`src/rtl/gshare_branch_predictor_pkg.sv`:
```
// Shared types and constants for the gshare branch predictor.
package gshare_branch_predictor_pkg;

  // Widest global history the in-flight entry can carry; GHR_WIDTH must not exceed it.
  localparam int unsigned GHR_MAX_WIDTH = 16;

  // Saturating counter steps and floor; the ceiling depends on the counter width.
  localparam int unsigned CTR_INC   = 1;
  localparam int unsigned CTR_DEC   = 1;
  localparam int unsigned CTR_FLOOR = 0;

  // Highest value a width-bit saturating counter may hold.
  function automatic int unsigned ctr_ceil(input int unsigned width);
    return (32'd1 << width) - 32'd1;
  endfunction

  // One unresolved prediction: the PHT slot it read, the history it saw, and its guess.
  typedef struct packed {
    logic [GHR_MAX_WIDTH-1:0] index;
    logic [GHR_MAX_WIDTH-1:0] ghr;
    logic                     prediction;
  } inflight_entry_t;

endpackage

```
`src/rtl/bp_inflight_fifo.sv`:
```
// Circular queue of unresolved predictions with push, pop and single-cycle flush.
module bp_inflight_fifo #(
  parameter  int DEPTH = 4,
  parameter  int WIDTH = 8,
  localparam int PTR_W = $clog2(DEPTH),
  localparam int CNT_W = $clog2(DEPTH + 1)
) (
  input  logic             clk,
  input  logic             rst_n,
  input  logic             push,
  input  logic [WIDTH-1:0] push_data,
  input  logic             pop,
  input  logic             flush,
  output logic [WIDTH-1:0] pop_data,
  output logic             full,
  output logic             empty,
  output logic [CNT_W-1:0] count
);

  logic [WIDTH-1:0] mem [DEPTH];
  logic [PTR_W-1:0] wr_ptr;
  logic [PTR_W-1:0] rd_ptr;

  assign pop_data = mem[rd_ptr];
  assign full     = (count == CNT_W'(DEPTH));
  assign empty    = (count == '0);

  // Storage write; slots are only meaningful while count covers them.
  // NOTE: non-blocking assignments keep every flop sampling pre-edge values, whatever the block order.
  always_ff @(posedge clk) begin
    if (push && !flush) begin
      mem[wr_ptr] <= push_data;
    end
  end

  // Pointers and occupancy; flush empties the queue in one edge.
  // NOTE: the storage array above is deliberately left without reset -- count marks what is valid.
  always_ff @(posedge clk or negedge rst_n) begin
    if (!rst_n) begin
      wr_ptr <= '0;
      rd_ptr <= '0;
      count  <= '0;
    end else if (flush) begin
      wr_ptr <= '0;
      rd_ptr <= '0;
      count  <= '0;
    end else begin
      if (push) wr_ptr <= wr_ptr + PTR_W'(1);
      if (pop)  rd_ptr <= rd_ptr + PTR_W'(1);
      case ({push, pop})
        2'b10:   count <= count + CNT_W'(1);
        2'b01:   count <= count - CNT_W'(1);
        default: count <= count;
      endcase
    end
  end

endmodule

```
`src/rtl/gshare_branch_predictor.sv`:
```
// Gshare predictor: PC xor speculative history indexes a table of saturating counters.
module gshare_branch_predictor
  import gshare_branch_predictor_pkg::*;
#(
  parameter int GHR_WIDTH      = 4,
  parameter int PC_WIDTH       = 32,
  parameter int CTR_WIDTH      = 2,
  parameter int INFLIGHT_DEPTH = 4,
  parameter int STALL_PENALTY  = 5,
  parameter int CNT_WIDTH      = 32
) (
  input  logic                 clk,
  input  logic                 rst_n,
  input  logic                 predict_request,
  input  logic [PC_WIDTH-1:0]  pc,
  output logic                 predict_ready,
  output logic                 pred_valid,
  output logic                 predicted_taken,
  input  logic                 update_enable,
  input  logic                 actual_taken,
  output logic                 mispredict,
  output logic                 update_err,
  output logic [CNT_WIDTH-1:0] branch_count,
  output logic [CNT_WIDTH-1:0] mispredict_count,
  output logic [CNT_WIDTH-1:0] stall_cycles
);

  localparam int PHT_SIZE    = 1 << GHR_WIDTH;
  localparam int FIFO_CNT_W  = $clog2(INFLIGHT_DEPTH + 1);
  localparam int ENTRY_WIDTH = $bits(inflight_entry_t);
  localparam logic [CTR_WIDTH-1:0] CTR_MAX  = CTR_WIDTH'(ctr_ceil(CTR_WIDTH));
  localparam logic [CTR_WIDTH-1:0] CTR_MIN  = CTR_WIDTH'(CTR_FLOOR);
  localparam logic [CTR_WIDTH-1:0] CTR_WEAK = CTR_WIDTH'(1) << (CTR_WIDTH - 1);

  logic [GHR_WIDTH-1:0]  spec_ghr;
  logic [CTR_WIDTH-1:0]  pht [PHT_SIZE];
  logic [GHR_WIDTH-1:0]  index;
  logic [GHR_WIDTH-1:0]  pop_index;
  logic [GHR_WIDTH-1:0]  pop_ghr;
  logic                  prediction;
  logic                  update_valid;
  logic                  is_mispredict;
  logic                  correct_update;
  logic                  accept;
  logic                  err;
  inflight_entry_t       push_entry;
  inflight_entry_t       pop_entry;
  logic                  fifo_full;
  logic                  fifo_empty;
  logic [FIFO_CNT_W-1:0] fifo_count;
  logic                  unused_bits;

  // Only the index bits of pc and the live part of each entry feed the logic.
  assign unused_bits = ^{pc, pop_entry, fifo_count};

  // Request/resolve decode: a mispredict flushes and drops any same-cycle request,
  // while a correct resolve frees a slot so a full queue can still accept.
  always_comb begin
    // NOTE: every output of this block gets a default first, so no path can infer a latch.
    push_entry            = '0;
    index                 = pc[GHR_WIDTH+1:2] ^ spec_ghr;
    prediction            = pht[index][CTR_WIDTH-1];
    pop_index             = pop_entry.index[GHR_WIDTH-1:0];
    pop_ghr               = pop_entry.ghr[GHR_WIDTH-1:0];
    update_valid          = update_enable && !fifo_empty;
    is_mispredict         = update_valid && (actual_taken != pop_entry.prediction);
    correct_update        = update_valid && !is_mispredict;
    predict_ready         = !fifo_full;
    accept                = predict_request && (predict_ready || correct_update) && !is_mispredict;
    err                   = update_enable && fifo_empty && !accept;
    push_entry.index      = GHR_MAX_WIDTH'(index);
    push_entry.ghr        = GHR_MAX_WIDTH'(spec_ghr);
    push_entry.prediction = prediction;
  end

  bp_inflight_fifo #(
    .DEPTH (INFLIGHT_DEPTH),
    .WIDTH (ENTRY_WIDTH)
  ) u_inflight (
    .clk       (clk),
    .rst_n     (rst_n),
    .push      (accept),
    .push_data (push_entry),
    .pop       (correct_update),
    .flush     (is_mispredict),
    .pop_data  (pop_entry),
    .full      (fifo_full),
    .empty     (fifo_empty),
    .count     (fifo_count)
  );

  // Speculative history: recover from the mispredicted entry, else shift in each new guess.
  always_ff @(posedge clk or negedge rst_n) begin
    if (!rst_n) begin
      spec_ghr <= '0;
    end else if (is_mispredict) begin
      spec_ghr <= {pop_ghr[GHR_WIDTH-2:0], actual_taken};
    end else if (accept) begin
      spec_ghr <= {spec_ghr[GHR_WIDTH-2:0], prediction};
    end
  end

  // Pattern table training; the table is small and must start weakly taken, so it is reset.
  always_ff @(posedge clk or negedge rst_n) begin
    if (!rst_n) begin
      for (int i = 0; i < PHT_SIZE; i++) begin
        pht[i] <= CTR_WEAK;
      end
    end else if (update_valid) begin
      if (actual_taken) begin
        if (pht[pop_index] != CTR_MAX) pht[pop_index] <= pht[pop_index] + CTR_WIDTH'(CTR_INC);
      end else begin
        if (pht[pop_index] != CTR_MIN) pht[pop_index] <= pht[pop_index] - CTR_WIDTH'(CTR_DEC);
      end
    end
  end

  // Registered prediction result and one-cycle status pulses.
  always_ff @(posedge clk or negedge rst_n) begin
    if (!rst_n) begin
      pred_valid      <= 1'b0;
      predicted_taken <= 1'b0;
      mispredict      <= 1'b0;
      update_err      <= 1'b0;
    end else begin
      pred_valid      <= accept;
      predicted_taken <= accept && prediction;
      mispredict      <= is_mispredict;
      update_err      <= err;
    end
  end

  // Performance counters, wrapping at their natural width.
  always_ff @(posedge clk or negedge rst_n) begin
    if (!rst_n) begin
      branch_count     <= '0;
      mispredict_count <= '0;
      stall_cycles     <= '0;
    end else begin
      if (update_valid) branch_count <= branch_count + CNT_WIDTH'(1);
      if (is_mispredict) begin
        mispredict_count <= mispredict_count + CNT_WIDTH'(1);
        stall_cycles     <= stall_cycles + CNT_WIDTH'(STALL_PENALTY);
      end
    end
  end

endmodule

```
`config.mk`:
```
export PLATFORM = sky130hd
export DESIGN_NAME = gshare_branch_predictor
export DESIGN_NICKNAME = d
export VERILOG_FILES = /design/src/rtl/gshare_branch_predictor_pkg.sv /design/src/rtl/bp_inflight_fifo.sv /design/src/rtl/gshare_branch_predictor.sv
export SDC_FILE = /design/constraint.sdc
export NUM_CORES = 1
export LEC_CHECK = 0
export ABC_CLOCK_PERIOD_IN_PS = 7400
export BUFFER_PORTS_ARGS = -buffer_cell sky130_fd_sc_hd__buf_2
export CORE_ASPECT_RATIO = 0.6
export CORE_UTILIZATION = 35
export CTS_BUF_LIST = sky130_fd_sc_hd__clkbuf_8
export DETAILED_ROUTE_END_ITERATION = 16
export GPL_TIMING_DRIVEN = 0
export MAX_ROUTING_LAYER = met4
export PLACE_DENSITY = 0.59
export SETUP_SLACK_MARGIN = 0.2
export SKIP_CTS_REPAIR_TIMING = 1
export SYNTH_ARGS = -nofsm -noshare
export SYNTH_HDL_FRONTEND = slang
export SYNTH_SLANG_ARGS = --single-unit
```
`constraint.sdc`:
```
create_clock -name clk -period 7.4 [get_ports clk]
set_input_delay 0.74 -clock clk [delete_from_list [all_inputs] [get_ports clk]]
set_output_delay 0.74 -clock clk [all_outputs]
set_load 0.02 [all_outputs]
```
======== Yosys cells after proc, flatten, opt, wreduce, memory -nomap -nowiden ========
Memories as Yosys holds them, arrays and structs flattened.
Cells that the tools add are included.
W data, S select, Z words.
word-level totals
  flip-flop bits (word level) ............. 143
  bits in writable memories ............... 36
  input bits .............................. 37
  output and inout bits ................... 101
  memories ................................ 1
cells by class
  $add $sub $neg .......................... 9
  order comparisons ....................... 3
  eq/ne operators ......................... 6
  multiplexer cells ....................... 23
  bitwise logic cells ..................... 3
  reductions and logical operators ........ 22
memories
  name            depth  bits a word  read ports  clocked after memory_dff  wr ports  line                    source
  u_inflight.mem  4      9            1           0                         1         bp_inflight_fifo.sv:20  logic [WIDTH-1:0] mem [DEPTH];
operators with widths
  cell                     count
  $mux W32                 3
  $add A32 B1 Y32 const B  2
  $bwmux W32               2
  $add A32 B3 Y32 const B  1
  $mux W2                  9
  $bmux W2 S4              2
  $ge A5 B5 Y1 const B     2
  $logic_and A1 B1 Y1      10
  $not A4 Y5               2
  $demux W2 S4             1
  $mux W4                  2
  $reduce_bool A2 Y1       4
  $add A2 B1 Y2 const B    3
  $pmux W3 S2              1
  $lt A5 B1 Y1 const B     1
  $logic_not A1 Y1         4
  $xor A4 B4 Y4            1
  $add A3 B1 Y3 const B    1
  $eq A3 B3 Y1 const B     1
  $logic_not A3 Y1         1
  $mux W3                  1
  $reduce_and A3 Y1        1
  $reduce_bool A3 Y1       1
  $sub A3 B1 Y3 const B    1
  8 further kinds          9

======== Depth between registers and ports, before layout ========
Gate-level depths: netlist of run 1.
  depth in word-level cells ............... 12
  mapped depth ............................ 14
  mapped depth without buffers ............ 11

======== Hierarchy ========
From an unflattened synthesis of run 1, not the netlist that was laid out.
unflattened totals
  cell total of the unflattened synthesis .. 774
  area, all modules ....................... 11691.2 µm²
modules (own cells, without submodules)
  module                   instances  cells an instance  area an instance (µm²)  seq. area each (µm²)
  gshare_branch_predictor  1          558                6438.7                  3423.3
  bp_inflight_fifo         1          216                5252.5                  4139.0

======== Least setup slack after synthesis of run 1 ========
OpenSTA, ideal clock, no wires.
  path kind ............................... reg2reg
  start ................................... reg u_inflight.rd_ptr[0]
  end ..................................... reg (tool-made name)
  arrival ................................. 3.410 ns
  slack ................................... 3.862 ns
  stages on the path, launching flop included .. 13
  period minus slack after synthesis ...... 3.538 ns
  cell sequence ........................... dfrtp_1 > buf_6 > mux4_2 > buf_6 > mux2i_1 > mux2_2 > a22o_1 > or2_1 > ha_1 > mux2i_1 > nand4b_1 > or3_1 > mux2_1
RTL lines
  item                    line                    source
  from (decl)             bp_inflight_fifo.sv:22  logic [PTR_W-1:0] rd_ptr;
  from (signal assigned)  bp_inflight_fifo.sv:49  if (pop) rd_ptr <= rd_ptr + PTR_W'(1);

==> results of run 1 <==
## power groups by stage
stage | clock network (mW) | logic [mW] | registers [mW]
2_1_floorplan | 0 | 0.853 | 1.45
3_3_place_gp | 0 | 1.25 | 1.43
3_5_place_dp | 0 | 1.26 | 1.43
4_1_cts | 0.714 | 1.26 | 1.42
5_1_grt | 0.755 | 1.37 | 1.45
6_report | 0.692 | 1.26 | 1.42
## Yosys cell counts, drive strengths merged (4+ instances only)
master    n
a21o      6
a22o      6
and2     12
and3     18
and4     12
buf      11
clkbuf    7
dfrtp   127
dfstp    16
edfxtp   32
ha        9
inv       7
mux2     37
mux2i    26
mux4     12
nand2    47
nand3    35
nand4    31
nor2     28
nor2b     4
nor3     12
nor4      9
xnor2    77
xor2     25
## metal layers
layer	global-route usage	wire, um	vias up
met5	-	0	-
met4	0.0447	168	0
met3	0.0467	1010	11
met2	0.198	7020	107
met1	0.259	9740	2682
li1	-	-	2527
## how the worst max path moves through the flow
stage                                          start   endpoint  slack [ns]  depth (start not counted)
global placement    u_inflight.rd_ptr[0]$_DFFE_PN0P_  flip-flop        3.32                         12
floorplan           u_inflight.rd_ptr[0]$_DFFE_PN0P_  flip-flop        3.86                         12
global route        u_inflight.rd_ptr[0]$_DFFE_PN0P_  flip-flop        3.13                         12
detailed placement  u_inflight.rd_ptr[0]$_DFFE_PN0P_  flip-flop        3.36                         12
finish              u_inflight.rd_ptr[0]$_DFFE_PN0P_  flip-flop        3.32                         12
CTS                 u_inflight.rd_ptr[0]$_DFFE_PN0P_  flip-flop        3.33                         12
## through the flow
step / hold WS [ns] / power (mW) / instance area [um2] / util / std cells
after floorplan: 0.444 / 2.31 / 8120 / - / 629
after global placement: 0.457 / 2.68 / 9040 / 0.404 / 1044
after detailed placement: 0.461 / 2.69 / 9070 / 0.405 / 1045
after CTS: 0.209 / 3.39 / 9480 / 0.423 / 1077
after global routing: 0.225 / 3.58 / 9480 / 0.423 / 1078
final: 0.217 / 3.37 / 9480 / 0.423 / 1078
## registers in the layout, indices dropped and copies added (netlist names), named ones only
register and cells:
branch_count 32, mispredict_count 32, stall_cycles 32, u_inflight.mem 32, pht 16, spec_ghr 4
u_inflight.count 3, u_inflight.rd_ptr 2, u_inflight.wr_ptr 2, mispredict 1, pred_valid 1, predicted_taken 1
update_err 1
## cell type report
cell class / instances / area, um2
fillers: 2150 / 12900
clock inverters: 15 / 173
clock buffers: 17 / 234
diodes: 1 / 2.50
flip-flops and latches: 175 / 4560
repair buffers: 108 / 569
inverters: 7 / 26.3
well taps: 308 / 385
multi-input cells: 429 / 3420
plain buffers: 18 / 106
## logic make-up after synthesis
family,Yosys count
AO/OA/AOI/OAI,23
XOR/XNOR,102
adder cells (fa/ha/maj),10
buffers and inverters,25
flip-flops,175
multiplexers,75
AND/OR/NAND/NOR,219
==> results.md, run 1 <==
- Sw frac: 0.378
- Setup WS pre-CTS: 3.36 ns
- Combinational share of power: 0.373
- Maximum clock rate: 0.245 GHz
- DR iter-0 viols: 388
- I/O Buffers: 107
- Unrepaired setup endpoints after global routing: false
- Worst-path clk slew: 0.10 ns
- Post-synth top area share: 0.392
- Final worst slack: 3.32 ns
- Status: finished clean
- Clk sinks: 175
- VDD IR-drop max: 160 uV
- Max Clock Skew: 0.0111 ns
- Post-route ant nets: 0
- R2r setup slk: 3.32 ns
- Final WL: 17.9 mm
- Dpl hpwl: 13.0 mm
- Cells after Synth: 629
- Most frequent cells in the layout: 127 x dfrtp_1, 113 x buf_2, 76 x xnor2_1
- Sequential share of power: 0.421
- Combinational family with the most area after synthesis: simple AND/OR/NAND/NOR gates
- Initial Util: 0.363
- Via density: 4.94
- CP Class: reg2reg
- Syn Nets: 676
- Worst EP required: 7.75 ns
- Root buffer cell: clkbuf_8
- CTS tree: built
- Area of the mapped netlist: 8120 um2
- Largest area contributor in the netlist: dfrtp_1
- Yosys cell types: 52
- FP Rows: 42
- Worst Reg2Reg Path Length in Cells: 12
- Arrival time at the worst endpoint: 4.43 ns
- Adder-cell share of the synthesized area: 0.0163
- CP Launch Type: flip-flop
- Crit path capture type: flip-flop
- Num ports: 138
- Fin crit share: 0.551
- Net Switching: 1.27 mW
- Post-synth EDFFs: 32
- Clock insertion delay at the later pin of the skew report: 0.47 ns
- Crit path time final: 4.08 ns
- Post-layout nets: 803
- GRT overflow: 0
- Gpl congestion: 0.784
- FFs w/ async S/R, synth: 0.817
- Final slew viol count: 0
- Worst Path Max Fanout: 10
- R2r startpoint: u_inflight.rd_ptr[0]$_DFFE_PN0P_
- Internal power: 2.09 mW
- Final setup fails: 0
- Hold crit path type: in2async
- Clock power share: 0.205
- First-pass GRT wire length: 28.8 mm
- Syn_area_per_cell: 12.9 um2
- Hold Violations, Final: 0
- Critical path's slowest cell: mux4_2
- PwrDens: 355 nW/um2
- Synth Area in Compound Gates: 0.0216
- FF+latch count, synth: 175
- Vias in the first global route: 4940
- Multiplexer share of the synthesized area: 0.119
- Die Height: 120 um
- Die area: 23800 um2
- Lkg Pwr: 4.31 nW
- Most common cell after layout, fill and taps aside: dfrtp_1
- Initial antenna violation count: 1
- Clock Tree Buf Depth: 2
- Largest net degree at the start of global routing: 90
- Most used DFF post-synth: dfrtp_1
- Max incr delay on CP: 0.60 ns
- Layout cells sized above 1: 0.287
- Die span in x: 199 um
- Area Overhead vs Synth: 16.8%
- CP top delay family: multiplexers
- Max cap viols: 0
- Cells along the critical path: buf_6 > mux4_2 > buf_6 > mux2i_1 > mux2_2 > a22o_1 > or2_1 > ha_1 > mux2i_1 > nand4b_1 > or3_1 > mux2_1
- Seq/Total Area, Yosys: 0.562
- Worst slew pin tran: 1.03 ns
- First drt pass iteration count: 6
- Maximum level of the CTS H-tree: 4
- Top area cells in the synthesized netlist: dfrtp_1 39%, edfxtp_1 12%, xnor2_1 8.2%, dfstp_2 5.2%, mux2_2 4.6%
- TNS Setup: 0 ns
- Remaining DRCs: 0
- Synth warn: 0
- Relative slew slack: 0.308
- WP buf/inv: 2
- Core area: 22400 um2
- DR vias: 5327
- Synth Area in XOR/XNOR: 0.112
- Synth Area in Simple Gates: 0.152
- Num CTS Buffers: 17
- Routed length per placed instance: 16.6 um
- GRT Overall Usage: 0.165
No activity file was read; power rests on OpenSTA's default activity.
==> run 2, diff against run 1 <==
Settings changed: ABC_AREA set to 1, ABC_CLOCK_PERIOD_IN_PS 7400 to 4300, PLACE_DENSITY 0.59 to 0.58.
Clock period 7.4 ns to 4.3 ns, I/O delays scaled along.
==> run 2 against run 1 <==
Effect of this change:
- register-to-register slack got worse by 2.5 ns
- sequential power up 78%
- total power rose by 110%
- sequential share of layout area decreased by 6.8 points
- synthesized cell count is 88% higher
- clock power grew 69%
- worst setup slack worse by 2.5 ns
- via count is 54% higher
- area after synthesis is 18% higher
- largest power group is now combinational logic
==> results.md, run 2 <==
- Layout cells sized above 1: 0.165 (was 0.287)
- Crit path time final: 3.43 ns (was 4.08 ns)
- First-pass GRT wire length: 42.4 mm (was 28.8 mm)
- Num CTS Buffers: 17 (unchanged)
- Ant. Diodes: 0 (was 1)
- First drt pass iteration count: 5 (was 6)
- Syn Nets: 1232 (was 676)
- Routed length per placed instance: 15.7 um (was 16.6 um)
- Multi-input logic area: 4400 um2 (was 3420 um2)
- Synth warn: 0 (unchanged)
- VDD IR-drop max: 418 uV (was 160 uV)
- Die area: 28200 um2 (was 23800 um2)
- Remaining DRCs: 0 (unchanged)
- Fin crit share: 0.799 (was 0.551)
- Fill cells: 2792 (was 2150)
- Power Total: 6.97 mW (was 3.37 mW)
- Clock insertion delay at the later pin of the skew report: 0.49 ns (was 0.47 ns)
- Max incr delay on CP: 0.48 ns (was 0.60 ns)
- Critical path's slowest cell: clkbuf_1 (was mux4_2)
- Max cap viols: 0 (unchanged)
- Sw frac: 0.466 (was 0.378)
- Top area cells in the synthesized netlist: dfrtp_1 33%, nand2_1 15%, edfxtp_1 10%, xor2_1 6.1%, inv_1 4.8% (was dfrtp_1 39%, edfxtp_1 12%, xnor2_1 8.2%, dfstp_2 5.2%, mux2_2 4.6%)
- Post-route ant nets: 0 (unchanged)
- Clock Tree Buf Depth: 2 (unchanged)
- Post-synth EDFFs: 32 (unchanged)
- Maximum level of the CTS H-tree: 4 (unchanged)
- Most used DFF post-synth: dfrtp_1 (unchanged)
- R2r startpoint: u_inflight.rd_ptr[0]$_DFFE_PN0P_ (unchanged)
- Register area: 4560 um2 (unchanged)
- Largest area contributor in the netlist: dfrtp_1 (unchanged)
- Vias in the first global route: 7540 (was 4940)
- FP Rows: 46 (was 42)
- Post-synth top area share: 0.331 (was 0.392)
- Lkg Pwr: 5.40 nW (was 4.31 nW)
- Cell with the most instances after synthesis: nand2_1 (was dfrtp_1)
- Status: finished clean (unchanged)
- Cells after Synth: 1185 (was 629)
- Arrival time at the worst endpoint: 3.83 ns (was 4.43 ns)
- Net Switching: 3.24 mW (was 1.27 mW)
- GRT Overall Usage: 0.202 (was 0.165)
- Maximum clock rate: 0.291 GHz (was 0.245 GHz)
- Final setup fails: 0 (unchanged)
- Worst-path clk slew: 0.10 ns (about the same)
- Area of the mapped netlist: 9620 um2 (was 8120 um2)
- Post-layout nets: 1362 (was 803)
- Seq/Total Area, Yosys: 0.474 (was 0.562)
- Final WL: 26.6 mm (was 17.9 mm)
- Most common cell after layout, fill and taps aside: nand2_1 (was dfrtp_1)
- Top cells by count, synth: 393 x nand2_1, 127 x dfrtp_1, 122 x inv_1, 118 x nor2_1, 67 x xor2_1 (was 127 x dfrtp_1, 76 x xnor2_1, 47 x nand2_1, 35 x nand3_1, 33 x mux2_2)
- Root buffer cell: clkbuf_8 (unchanged)
- Worst EP required: 4.70 ns (was 7.75 ns)
- Final slew viol count: 0 (unchanged)
- Hold Violations, Final: 0 (unchanged)
- I/O Buffers: 109 (was 107)
- Yosys cell types: 46 (was 52)
- Syn_area_per_cell: 8.11 um2 (was 12.9 um2)
- Worst slew pin tran: 0.933 ns (was 1.03 ns)
- CP Launch Type: flip-flop (unchanged)
- Combinational share of power: 0.468 (was 0.373)
- Clk sinks: 175 (unchanged)
- FF+latch count, synth: 175 (unchanged)
- Area Overhead vs Synth: 14.9% (was 16.8%)
- Max Clock Skew: 0.0207 ns (was 0.0111 ns)
- CP Class: reg2reg (unchanged)
- Largest net degree at the start of global routing: 78 (was 90)
- CTS tree: built (unchanged)
- TNS Setup: 0 ns (unchanged)
- Crit path capture type: flip-flop (unchanged)
- Die span in x: 216 um (was 199 um)
- Dpl hpwl: 20.0 mm (was 13.0 mm)
- Internal power: 3.72 mW (was 2.09 mW)
- R2r setup slk: 0.87 ns (was 3.32 ns)
- Core area: 26700 um2 (was 22400 um2)
- Crit path from: u_inflight.rd_ptr[0]$_DFFE_PN0P_ (unchanged)
- DR vias: 8205 (was 5327)
- Relative slew slack: 0.376 (was 0.308)
- Initial Util: 0.360 (was 0.363)
- Sequential share of power: 0.364 (was 0.421)
- Most frequent cells in the layout: 393 x nand2_1, 127 x dfrtp_1, 126 x inv_1 (was 127 x dfrtp_1, 113 x buf_2, 76 x xnor2_1)
- GRT overflow: 0 (unchanged)
- Num ports: 138 (unchanged)
- Die Height: 130 um (was 120 um)
- Cells along the critical path: buf_6 > inv_6 > buf_6 > nand2_1 > nand3_1 > nand2_1 > nor2_1 > nand2_1 > nand2_4 > buf_8 > nor2_4 > ha_1 > xor2_1 > clkbuf_1 > o21ai_0 (was buf_6 > mux4_2 > buf_6 > mux2i_1 > mux2_2 > a22o_1 > or2_1 > ha_1 > mux2i_1 > nand4b_1 > or3_1 > mux2_1)
- WP buf/inv: 5 (was 2)
- CP top delay family: buffers and inverters (was multiplexers)
- FFs w/ async S/R, synth: 0.817 (unchanged)
- PwrDens: 631 nW/um2 (was 355 nW/um2)
- Via density: 4.86 (was 4.94)
- Crit-path most repeated cell: nand2_1
- DR iter-0 viols: 688 (was 388)
- Gpl congestion: 0.914 (was 0.784)
- Min-Delay Startpoint: update_enable
- Worst Path Max Fanout: 10 (unchanged)
- Initial antenna violation count: 0 (was 1)
- Hold crit path type: in2reg (was in2async)
- Clock power share: 0.168 (was 0.205)
- Unrepaired setup endpoints after global routing: false (unchanged)
[run 2: cell types whose count changed in the layout (fill, tap and decap cells not counted), sizes merged, moves of 42 or more]
cell   delta
xnor2    -46
nor2     +99
xor2     +42
nand2   +362
inv     +126
o21ai    +58
[run 2: final cells by class]
class,instances,area share
repair buffers,111,0.0533
well taps,360,0.0408
clock inverters,8,0.00566
multi-input cells,860,0.399
inverters,129,0.0445
clock buffers,24,0.0299
plain buffers,21,0.0146
flip-flops and latches,175,0.413
[run 2: kinds of logic after synthesis]
family / count (synthesis) / share of synthesized area
flops: 175 / 0.474
fa+ha+maj: 10 / 0.0138
compound gates: 89 / 0.0541
buf+inv: 150 / 0.0679
xor+xnor: 98 / 0.0893
simple gates: 663 / 0.301
[run 2: worst min-delay path, cell delays in order]
cell	delay (ns)
buf_2	0.13
nand4_1	0.09
inv_1	0.04
[run 2: final timing paths]
path,end,depth (start not counted)
setup / recovery,pht[21]$_DFFE_PN1P_,15
hold / removal,update_err$_DFF_PN0_,3
setup reg to reg,pht[21]$_DFFE_PN1P_,15
hold reg to reg,pht[17]$_DFFE_PN1P_,2
max in group asynchronous,branch_count[3]$_DFFE_PN0P_,3
min in group asynchronous,stall_cycles[5]$_DFFE_PN0N_,2
[run 2: metrics by stage]
step	setup slack [ns]	instance area [um2]	cells	util	hold WS, ns
6_report	0.866	11000	1688	0.414	0.235
5_1_grt	0.586	11000	1688	0.414	0.221
4_1_cts	0.907	11000	1687	0.413	-0.0785
3_5_place_dp	0.921	10600	1655	0.399	0.462
3_3_place_gp	0.481	10600	1654	0.397	0.457
2_1_floorplan	1.71	9620	1185	-	0.134
[run 2: power groups by stage]
stage | registers [mW] | clock network (mW) | logic [mW]
final | 2.53 | 1.17 | 3.26
after global routing | 2.58 | 1.27 | 3.63
after CTS | 2.53 | 1.21 | 3.25
after detailed placement | 2.55 | 0 | 3.25
after global placement | 2.55 | 0 | 3.19
after floorplan | 2.63 | 0 | 2.14
[run 2: metal layers]
| metal | global-route usage | up-vias | wire length, um |
|---|---|---|---|
| met2 | 0.246 | 242 | 9860 |
| li1 | - | 4015 | - |
| met4 | 0.0489 | 0 | 231 |
| met3 | 0.0560 | 19 | 2140 |
| met1 | 0.314 | 3929 | 14300 |
| met5 | - | - | 0 |
